## src/rtl/bus_slave_mux_tmo_if.sv

```systemverilog
// -----------------------------------------------------------------------------
// bus_slave_mux_tmo_if
//   Read-response bus between N slaves and the response multiplexer.
//
//   s_csn    per-slave chip select, active low (bit i = slave i)
//   s_rdata  packed slave read data, slave i at [i*DATA_W +: DATA_W]
//   s_rdyn   per-slave ready, active low
//   m_rdata  read data to master
//   m_rdyn   ready to master, active low
//   m_err    forced (timeout) completion flag
//
//   modport slave  : the multiplexer (consumes s_*, produces m_*)
//   modport master : the environment (drives s_*, observes m_*)
// -----------------------------------------------------------------------------
interface bus_slave_mux_tmo_if #(
    parameter int NUM_SLAVES = 8,
    parameter int DATA_W     = 32
);
    logic [NUM_SLAVES-1:0]        s_csn;
    logic [NUM_SLAVES*DATA_W-1:0] s_rdata;
    logic [NUM_SLAVES-1:0]        s_rdyn;
    logic [DATA_W-1:0]            m_rdata;
    logic                         m_rdyn;
    logic                         m_err;

    modport slave (
        input  s_csn, s_rdata, s_rdyn,
        output m_rdata, m_rdyn, m_err
    );

    modport master (
        output s_csn, s_rdata, s_rdyn,
        input  m_rdata, m_rdyn, m_err
    );
endinterface

```

## src/rtl/bus_slave_mux_tmo.sv

```systemverilog
// -----------------------------------------------------------------------------
// bus_slave_mux_tmo
//   Read-response multiplexer for NUM_SLAVES bus slaves with a per-transaction
//   wait timeout. The lowest-indexed selected slave is served combinationally;
//   a slave that keeps rdyn high for TIMEOUT cycles is completed forcibly with
//   ERR_DATA and a one-cycle m_err pulse. Sticky status records timeouts and
//   multi-select decode faults.
//
//   Parameters: NUM_SLAVES (2..32), DATA_W, TIMEOUT (0 disables), ERR_DATA.
//
//   clk          clock, rising edge
//   rst          asynchronous active-high reset
//   bus          slave side of bus_slave_mux_tmo_if (s_* in, m_* out)
//   clr_sts      one-cycle pulse clearing all sticky status
//   tmo_sticky   set by any forced completion
//   tmo_slave    slave index of the most recent forced completion
//   tmo_count    forced completion count, saturates at 255
//   msel_sticky  set when two or more chip selects are low together
// -----------------------------------------------------------------------------
module bus_slave_mux_tmo #(
    parameter int          NUM_SLAVES = 8,
    parameter int          DATA_W     = 32,
    parameter int          TIMEOUT    = 16,
    parameter logic [31:0] ERR_DATA   = 32'hDEAD_BEEF,
    localparam int         IDX_W      = $clog2(NUM_SLAVES)
) (
    input  logic                      clk,
    input  logic                      rst,
    bus_slave_mux_tmo_if.slave        bus,
    input  logic                      clr_sts,
    output logic                      tmo_sticky,
    output logic [IDX_W-1:0]          tmo_slave,
    output logic [7:0]                tmo_count,
    output logic                      msel_sticky
);

    // A zero TIMEOUT still needs a legal (1-bit) counter; it is never compared.
    localparam int                 WCNT_W   = (TIMEOUT > 0) ? $clog2(TIMEOUT + 1) : 1;
    localparam logic [WCNT_W-1:0]  WCNT_MAX = WCNT_W'(TIMEOUT);
    localparam logic [DATA_W-1:0]  ERR_WORD = DATA_W'(ERR_DATA);
    localparam bit                 TMO_EN   = (TIMEOUT != 0);

    logic                  sel_vld;
    logic [IDX_W-1:0]      sel_idx;
    logic                  sel_rdyn;
    logic [DATA_W-1:0]     sel_data;
    logic [NUM_SLAVES-1:0] csn_low;
    logic                  multi_sel;
    logic                  tmo_hit;
    logic                  rdyn_out;

    logic [WCNT_W-1:0]     wcnt;
    logic [WCNT_W-1:0]     wcnt_nxt;
    logic [IDX_W-1:0]      prev_idx;
    logic                  prev_vld;

    // Priority select: scanning downwards lets the lowest index win.
    always_comb begin
        sel_vld  = 1'b0;
        sel_idx  = '0;
        sel_rdyn = 1'b1;
        sel_data = '0;
        for (int i = NUM_SLAVES - 1; i >= 0; i--) begin
            if (!bus.s_csn[i]) begin
                sel_vld  = 1'b1;
                sel_idx  = IDX_W'(i);
                sel_rdyn = bus.s_rdyn[i];
                sel_data = bus.s_rdata[i*DATA_W +: DATA_W];
            end
        end
    end

    // x & (x-1) clears the lowest set bit; anything left means >= 2 selects.
    assign csn_low   = ~bus.s_csn;
    assign multi_sel = |(csn_low & (csn_low - {{(NUM_SLAVES-1){1'b0}}, 1'b1}));

    // A slave that becomes ready in the boundary cycle wins over the timeout.
    assign tmo_hit = TMO_EN && sel_vld && sel_rdyn && (wcnt == WCNT_MAX);

    always_comb begin
        rdyn_out    = 1'b1;
        bus.m_rdata = '0;
        bus.m_err   = 1'b0;
        if (sel_vld) begin
            if (tmo_hit) begin
                rdyn_out    = 1'b0;
                bus.m_rdata = ERR_WORD;
                bus.m_err   = 1'b1;
            end else begin
                rdyn_out    = sel_rdyn;
                bus.m_rdata = sel_data;
            end
        end
        bus.m_rdyn = rdyn_out;
    end

    // The index-change restart only applies when the previous cycle was also
    // selected; a transaction starting from idle begins counting immediately,
    // so a stuck slave is forced exactly TIMEOUT cycles after selection.
    always_comb begin
        wcnt_nxt = wcnt + 1'b1;
        if (!sel_vld || !rdyn_out || (prev_vld && (sel_idx != prev_idx)))
            wcnt_nxt = '0;
    end

    always_ff @(posedge clk or posedge rst) begin
        if (rst) begin
            wcnt     <= '0;
            prev_idx <= '0;
            prev_vld <= 1'b0;
        end else begin
            wcnt     <= wcnt_nxt;
            prev_vld <= sel_vld;
            if (sel_vld)
                prev_idx <= sel_idx;
        end
    end

    // Status: a set event in the same cycle as clr_sts takes precedence.
    always_ff @(posedge clk or posedge rst) begin
        if (rst) begin
            tmo_sticky  <= 1'b0;
            tmo_slave   <= '0;
            tmo_count   <= '0;
            msel_sticky <= 1'b0;
        end else begin
            if (tmo_hit) begin
                tmo_sticky <= 1'b1;
                tmo_slave  <= sel_idx;
                if (clr_sts)
                    tmo_count <= 8'd1;
                else if (tmo_count != 8'hFF)
                    tmo_count <= tmo_count + 8'd1;
            end else if (clr_sts) begin
                tmo_sticky <= 1'b0;
                tmo_slave  <= '0;
                tmo_count  <= '0;
            end

            if (multi_sel)
                msel_sticky <= 1'b1;
            else if (clr_sts)
                msel_sticky <= 1'b0;
        end
    end

endmodule
```

## src/flat_wrapper.sv

```systemverilog
// flat-port wrapper written by rule: the top's interface ports become plain ports
module bus_slave_mux_tmo_flat 
#(
    parameter int          NUM_SLAVES = 8,
    parameter int          DATA_W     = 32,
    parameter int          TIMEOUT    = 16,
    parameter logic [31:0] ERR_DATA   = 32'hDEAD_BEEF,
    localparam int         IDX_W      = $clog2(NUM_SLAVES)
)
  (clk, rst, clr_sts, tmo_sticky, tmo_slave, tmo_count, msel_sticky, bus_s_csn, bus_s_rdata, bus_s_rdyn, bus_m_rdata, bus_m_rdyn, bus_m_err);
  bus_slave_mux_tmo_if #(.NUM_SLAVES(NUM_SLAVES), .DATA_W(DATA_W)) bus_i ();
  input  logic clk;
  input  logic rst;
  input  logic clr_sts;
  output logic tmo_sticky;
  output logic [IDX_W-1:0] tmo_slave;
  output logic [7:0] tmo_count;
  output logic msel_sticky;
  input wire logic [$bits(bus_i.s_csn)-1:0] bus_s_csn;
  input wire logic [$bits(bus_i.s_rdata)-1:0] bus_s_rdata;
  input wire logic [$bits(bus_i.s_rdyn)-1:0] bus_s_rdyn;
  output wire logic [$bits(bus_i.m_rdata)-1:0] bus_m_rdata;
  output wire logic [$bits(bus_i.m_rdyn)-1:0] bus_m_rdyn;
  output wire logic [$bits(bus_i.m_err)-1:0] bus_m_err;
  assign bus_i.s_csn = bus_s_csn;
  assign bus_i.s_rdata = bus_s_rdata;
  assign bus_i.s_rdyn = bus_s_rdyn;
  assign bus_m_rdata = bus_i.m_rdata;
  assign bus_m_rdyn = bus_i.m_rdyn;
  assign bus_m_err = bus_i.m_err;
  bus_slave_mux_tmo #(.NUM_SLAVES(NUM_SLAVES), .DATA_W(DATA_W), .TIMEOUT(TIMEOUT), .ERR_DATA(ERR_DATA)) u_core (.clk(clk), .rst(rst), .bus(bus_i), .clr_sts(clr_sts), .tmo_sticky(tmo_sticky), .tmo_slave(tmo_slave), .tmo_count(tmo_count), .msel_sticky(msel_sticky));
endmodule
```

## config.mk

```make
export PLATFORM = sky130hd
export DESIGN_NAME = bus_slave_mux_tmo_flat
export DESIGN_NICKNAME = d
export VERILOG_FILES = /design/src/rtl/bus_slave_mux_tmo_if.sv /design/src/rtl/bus_slave_mux_tmo.sv /design/src/flat_wrapper.sv
export SDC_FILE = /design/constraint.sdc
export NUM_CORES = 1
export LEC_CHECK = 0
export CAP_MARGIN = 20
export CORE_AREA = 2 2 125 127
export CTS_BUF_LIST = sky130_fd_sc_hd__clkbuf_4 sky130_fd_sc_hd__clkbuf_8
export CTS_CLUSTER_SIZE = 16
export DETAILED_ROUTE_END_ITERATION = 8
export DIE_AREA = 0 0 127 129
export REMOVE_ABC_BUFFERS = 1
export SYNTH_ARGS = -nofsm -noshare
export SYNTH_HDL_FRONTEND = slang
export SYNTH_SLANG_ARGS = --single-unit
export TNS_END_PERCENT = 30
```

## constraint.sdc

```tcl
create_clock -name clk -period 2.85 [get_ports clk]
set_input_delay 0.57 -clock clk [delete_from_list [all_inputs] [get_ports clk]]
set_output_delay 0.57 -clock clk [all_outputs]
set_load 0.02 [all_outputs]
```

# Word level (Yosys, flattened, before mapping)
# Index checks and enable logic that the tools add are counted.
# op_classes
eq_ne	3
reduce_logical	12
addsub	3
mux	48
bitwise_logic	2
# op_table
operator	count
2-to-1 mux 32 bit	10
2-to-1 mux 8 bit	4
2-to-1 mux 3 bit	10
2-to-1 mux 1 bit	23
adder 8 x 1 -> 8 bit, second input constant	1
bitwise AND 8 bit	1
!= test 8 bit, second input constant	1
inverter 8 bit	1
OR reduction 8 bit	1
subtractor 8 x 1 -> 8 bit, second input constant	1
nonzero test 2 bit	3
adder 5 x 1 -> 5 bit, second input constant	1
equality test 5 bit, second input constant	1
2-to-1 mux 5 bit	1
logical AND 1 bit	3
!= test 3 bit	1
zero test 1 bit	2
logical OR 1 bit	2
AND reduction 2 bit	1
# word_totals
in_bits	275
word_cells	75
reg_bits	22
output_inout_bits	47

# Longest topological paths before layout
# depth
ltp_word	16
mapped_depth	10
mapped_depth_nobuf	8

# Least setup slack after synthesis
# Ideal clock, no wire load.
# synth_path
path_type	input to output
start	input bus_s_csn[3]
end	output bus_m_rdata[14]
required_ps	2280
arrival_time_ps	2090
cell_stages	7
setup_slack_ps	190
path_cell_list	buf_6 > o21ai_0 > a2bb2oi_1 > a311oi_2 > o22a_1 > a21o_1 > nor3_1
# synth_via
elab_chain_cells	8
# synth_rtl
element	line_no	text
start: declaration	flat_wrapper.sv:19	input wire logic [$bits(bus_i.s_csn)-1:0] bus_s_csn;
2-to-1 mux 1 bit (4 in a row)	bus_slave_mux_tmo.sv:64	if (!bus.s_csn[i]) begin
logical AND 1 bit (2 in a row)	bus_slave_mux_tmo.sv:78	assign tmo_hit = TMO_EN && sel_vld && sel_rdyn && (wcnt == WCNT_MAX);
2-to-1 mux 32 bit	bus_slave_mux_tmo.sv:85	if (tmo_hit) begin
2-to-1 mux 32 bit *	bus_slave_mux_tmo.sv:84	if (sel_vld) begin
end: declaration	flat_wrapper.sv:22	output wire logic [$bits(bus_i.m_rdata)-1:0] bus_m_rdata;
# Every way passes the cells marked *; elsewhere a longest branch is shown, timed or not.

# Worst setup path after layout
# layout_path
start	input bus_s_csn[7]
end	output bus_m_rdata[30]
# layout_via
elab_chain_cells	12
# layout_rtl
element	line_no
2-to-1 mux 1 bit (8 in a row)	bus_slave_mux_tmo.sv:64
logical AND 1 bit (2 in a row)	bus_slave_mux_tmo.sv:78
2-to-1 mux 32 bit	bus_slave_mux_tmo.sv:85
2-to-1 mux 32 bit *	bus_slave_mux_tmo.sv:84
# Marked as above.

==> impl_metrics.yaml <==
worst_setup_path:
  worst-path-max-fanout: 7
  crit_type: "in -> out"
  worstReg2RegStart: "u_core.wcnt[1]"
  worst-r2r-cell-count: 11
  r2r-end: "u_core.tmo_count[5]"
  r2r_setup_slack_ns: 0.39
  arrival_ns: 2.21
  cp-end-kind: "primary output"
  cp-start-kind: "input pin"
  worstPathRequired_ns: 2.28
worst_hold_path:
  min_to: "u_core.tmo_sticky"
  hold_path.class: "reg -> reg"
  whs_path_depth: 1
  hold_start: "u_core.tmo_sticky"
cts:
  clk_latency_ns: 0.27
  root_buffer: "clkbuf_8"
  cts_tree: "yes"
  clkSlewWorstSetupHoldPaths_ns: 0.09
  numCtsBuffers: 3
  cts.sinks: 22
  htreeDepth: 1
  clockBufferDepth: 2
timing:
  layout_min_cycle_time_ns: 2.78
  maxSlewHeadroom_pct: 42.3
  fin_worst_skew_ns: 0.0105
  final_hold_viol_count: 0
  max_freq_mhz: 359
  rsz0062_at_grt: "true"
  fin_ws_ns: 0.0659
  final.period_utilization_pct: 97.7
  hold_ws_ns: 0.496
  setup_violations: 0
  final_max_slew_viol_count: 0
  worst_pin_slew_ns: 0.864
cells_and_area:
  multi_input_area_um2: 2800
  fillers: 1486
  regArea_um2: 551
  drive_above_1_share_pct: 15.1
  finalInstanceArea_um2: 7420
  syn_to_final_growth_pct: 109
  final_nets: 1173
  instances_no_fill: 1083
detailed_routing:
  num_vias: 5856
  drt-pass1-iter-count: 7
  drt_iter0_drc: 416
  route.detailed.drc: 1
  via_per_inst: 5.41
  ant_nets: 0
  routed_wl_um: 23000
  wl_per_cell_um: 21.2
power:
  power.density_nw_per_um2: 217
  p_total_mw: 1.61
  power.leakage_nw: 2.90
  max-vdd-ir-drop_uv: 157
placed_design:
  gp_congestion: 0.977
  dpl-instance-area_um2: 7300
  dp_hpwl_um: 18900
  port_buffers: 321
  post-place-cells: 1072
  place_ws_ns: -0.720
yosys:
  ys_ff_latch: 22
  synth_common_cells: "a21oi_1 (97), o21ai_0 (52), nor2_1 (46)"
  synth_flop_cell: "dfrtp_1"
  synthDistinctLibCells: 51
  synthArstFlopShare_pct: 100
  syn_avg_cell_area_um2: 6.46
  yosysSeqAreaShare_pct: 15.5
  yosysTopAreaCell: "dfrtp_1"
  synth.area.top_cells: "dfrtp_1 (15%), a21oi_1 (14%), nor2b_1 (7.4%)"
  synth_cells: 551
  synth-edff-count: 0
  synth_most_common_cell: "a21oi_1"
  synth_top_area_share_pct: 15.5
  yosysWarnings: 0
  netlist_area_um2: 3560
global_route:
  grt-ovfl-total: 0
  grt_pass1_vias: 6014
  groute.layer.met1.usage_pct: 33.2
  use_met3_pct: 4.62
  met2_usage_pct: 47.8
  busiest_layer: "met2"
  grt_first_pass_wirelength_um: 33900
  grt_usage_pct: 26.5
  antenna_found_initial: 3
  grt_max_degree: 33
floorplan:
  rows: 45
  initial_utilization_pct: 23.8
  ioPinCount: 322
  core-area_um2: 15000
  fp.dieH_um: 129
  die_x_um: 127
  dieArea_um2: 16400
outcome:
  status: "finished, violations left"
  violations: "DRC"
run:
  cap_viol_max_count: 0
kinds of logic (layout without fill, tap and decap cells):
group	count (synthesis)	in the layout	share of synthesized area [%]
flops	22	22	15.5
simple gates	189	189	26.5
mux	1	1	0.281
fa+ha+maj	5	5	1.62
xor+xnor	4	4	0.984
other cells	0	1	0
compound gates	258	258	46.7
buf+inv	72	415	8.47
sequential cells by signal (all words and copies together), names as in the netlist:
signal and cells:
u_core.tmo_count 8, u_core.wcnt 5, u_core.prev_idx 3, u_core.tmo_slave 3, u_core.msel_sticky 1, u_core.prev_vld 1
u_core.tmo_sticky 1
cells in the final DEF, fill, tap and decap left out, types with 5 or more instances in the layout:
| master | count |
|---|---|
| buf_4 | 73 |
| o21ai_0 | 40 |
| inv_1 | 15 |
| a2111oi_1 | 5 |
| a21oi_1 | 96 |
| o221ai_1 | 24 |
| clkdlybuf4s50_1 | 273 |
| a221o_1 | 24 |
| dlygate4sd2_1 | 7 |
| nand2_1 | 36 |
| o22ai_1 | 16 |
| buf_6 | 7 |
| o31ai_1 | 5 |
| o21ai_1 | 10 |
| nor2b_1 | 40 |
| nor2_1 | 46 |
| dfrtp_1 | 22 |
| nor3_1 | 7 |
| buf_2 | 25 |
| a211oi_1 | 6 |
| nand3_1 | 33 |
through the flow:
step,setup TNS (ns),util [%]
4_1_cts,0,49.2
5_1_grt,-0.0156,49.6
6_report,0,49.6
3_3_place_gp,-22.50,48.8
2_1_floorplan,-8.78,-
3_5_place_dp,-23.63,48.8
metal layers:
layer  vias up  share of wire (%)
met5         -              0.057
met1      2734                 40
met4         2                2.0
met3        32                7.3
li1       2782                  -
met2       306                 51
how the worst max path moves through the flow:
stage,startpoint,endpoint
6_report,bus_s_csn[7],bus_m_rdata[30]
5_1_grt,bus_s_csn[7],bus_m_rdata[17]
4_1_cts,bus_s_rdyn[2],bus_m_rdata[5]
3_5_place_dp,bus_s_csn[3],bus_m_rdata[22]
3_3_place_gp,bus_s_csn[2],bus_m_rdata[27]
2_1_floorplan,bus_s_csn[6],bus_m_rdata[14]
repair_timing:
item,in CTS,in global routing
pin swaps,5,3
resized for setup,204,27
setup buffers,4,0
hold endpoints to repair,0,0
hold buffers,0,0
setup endpoints to repair,35,32
cloned,2,0
final cells by class:
type	count	share of cell area, %
repair buffers	395	49.9
clock buffers	3	0.556
multi-input cells	457	37.7
inverters	16	0.809
clock inverters	1	0.405
well taps	188	3.17
flip-flops and latches	22	7.42
diodes	1	0.0337
report_power, final:
part	switching (mW)	internal [mW]
Sequential	0.00375	0.316
Clock	0.111	0.188
Combinational	0.434	0.558
worst max-delay path: stages:
cell,delay [ns]
dlygate4sd2_1,0.26
buf_6,0.14
nor2b_4,0.22
buf_12,0.17
buf_4,0.12
a21oi_1,0.06
a21oi_1,0.16
a21oi_1,0.08
o21ai_0,0.24
buf_4,0.19
(Power assumes the default switching activity.)
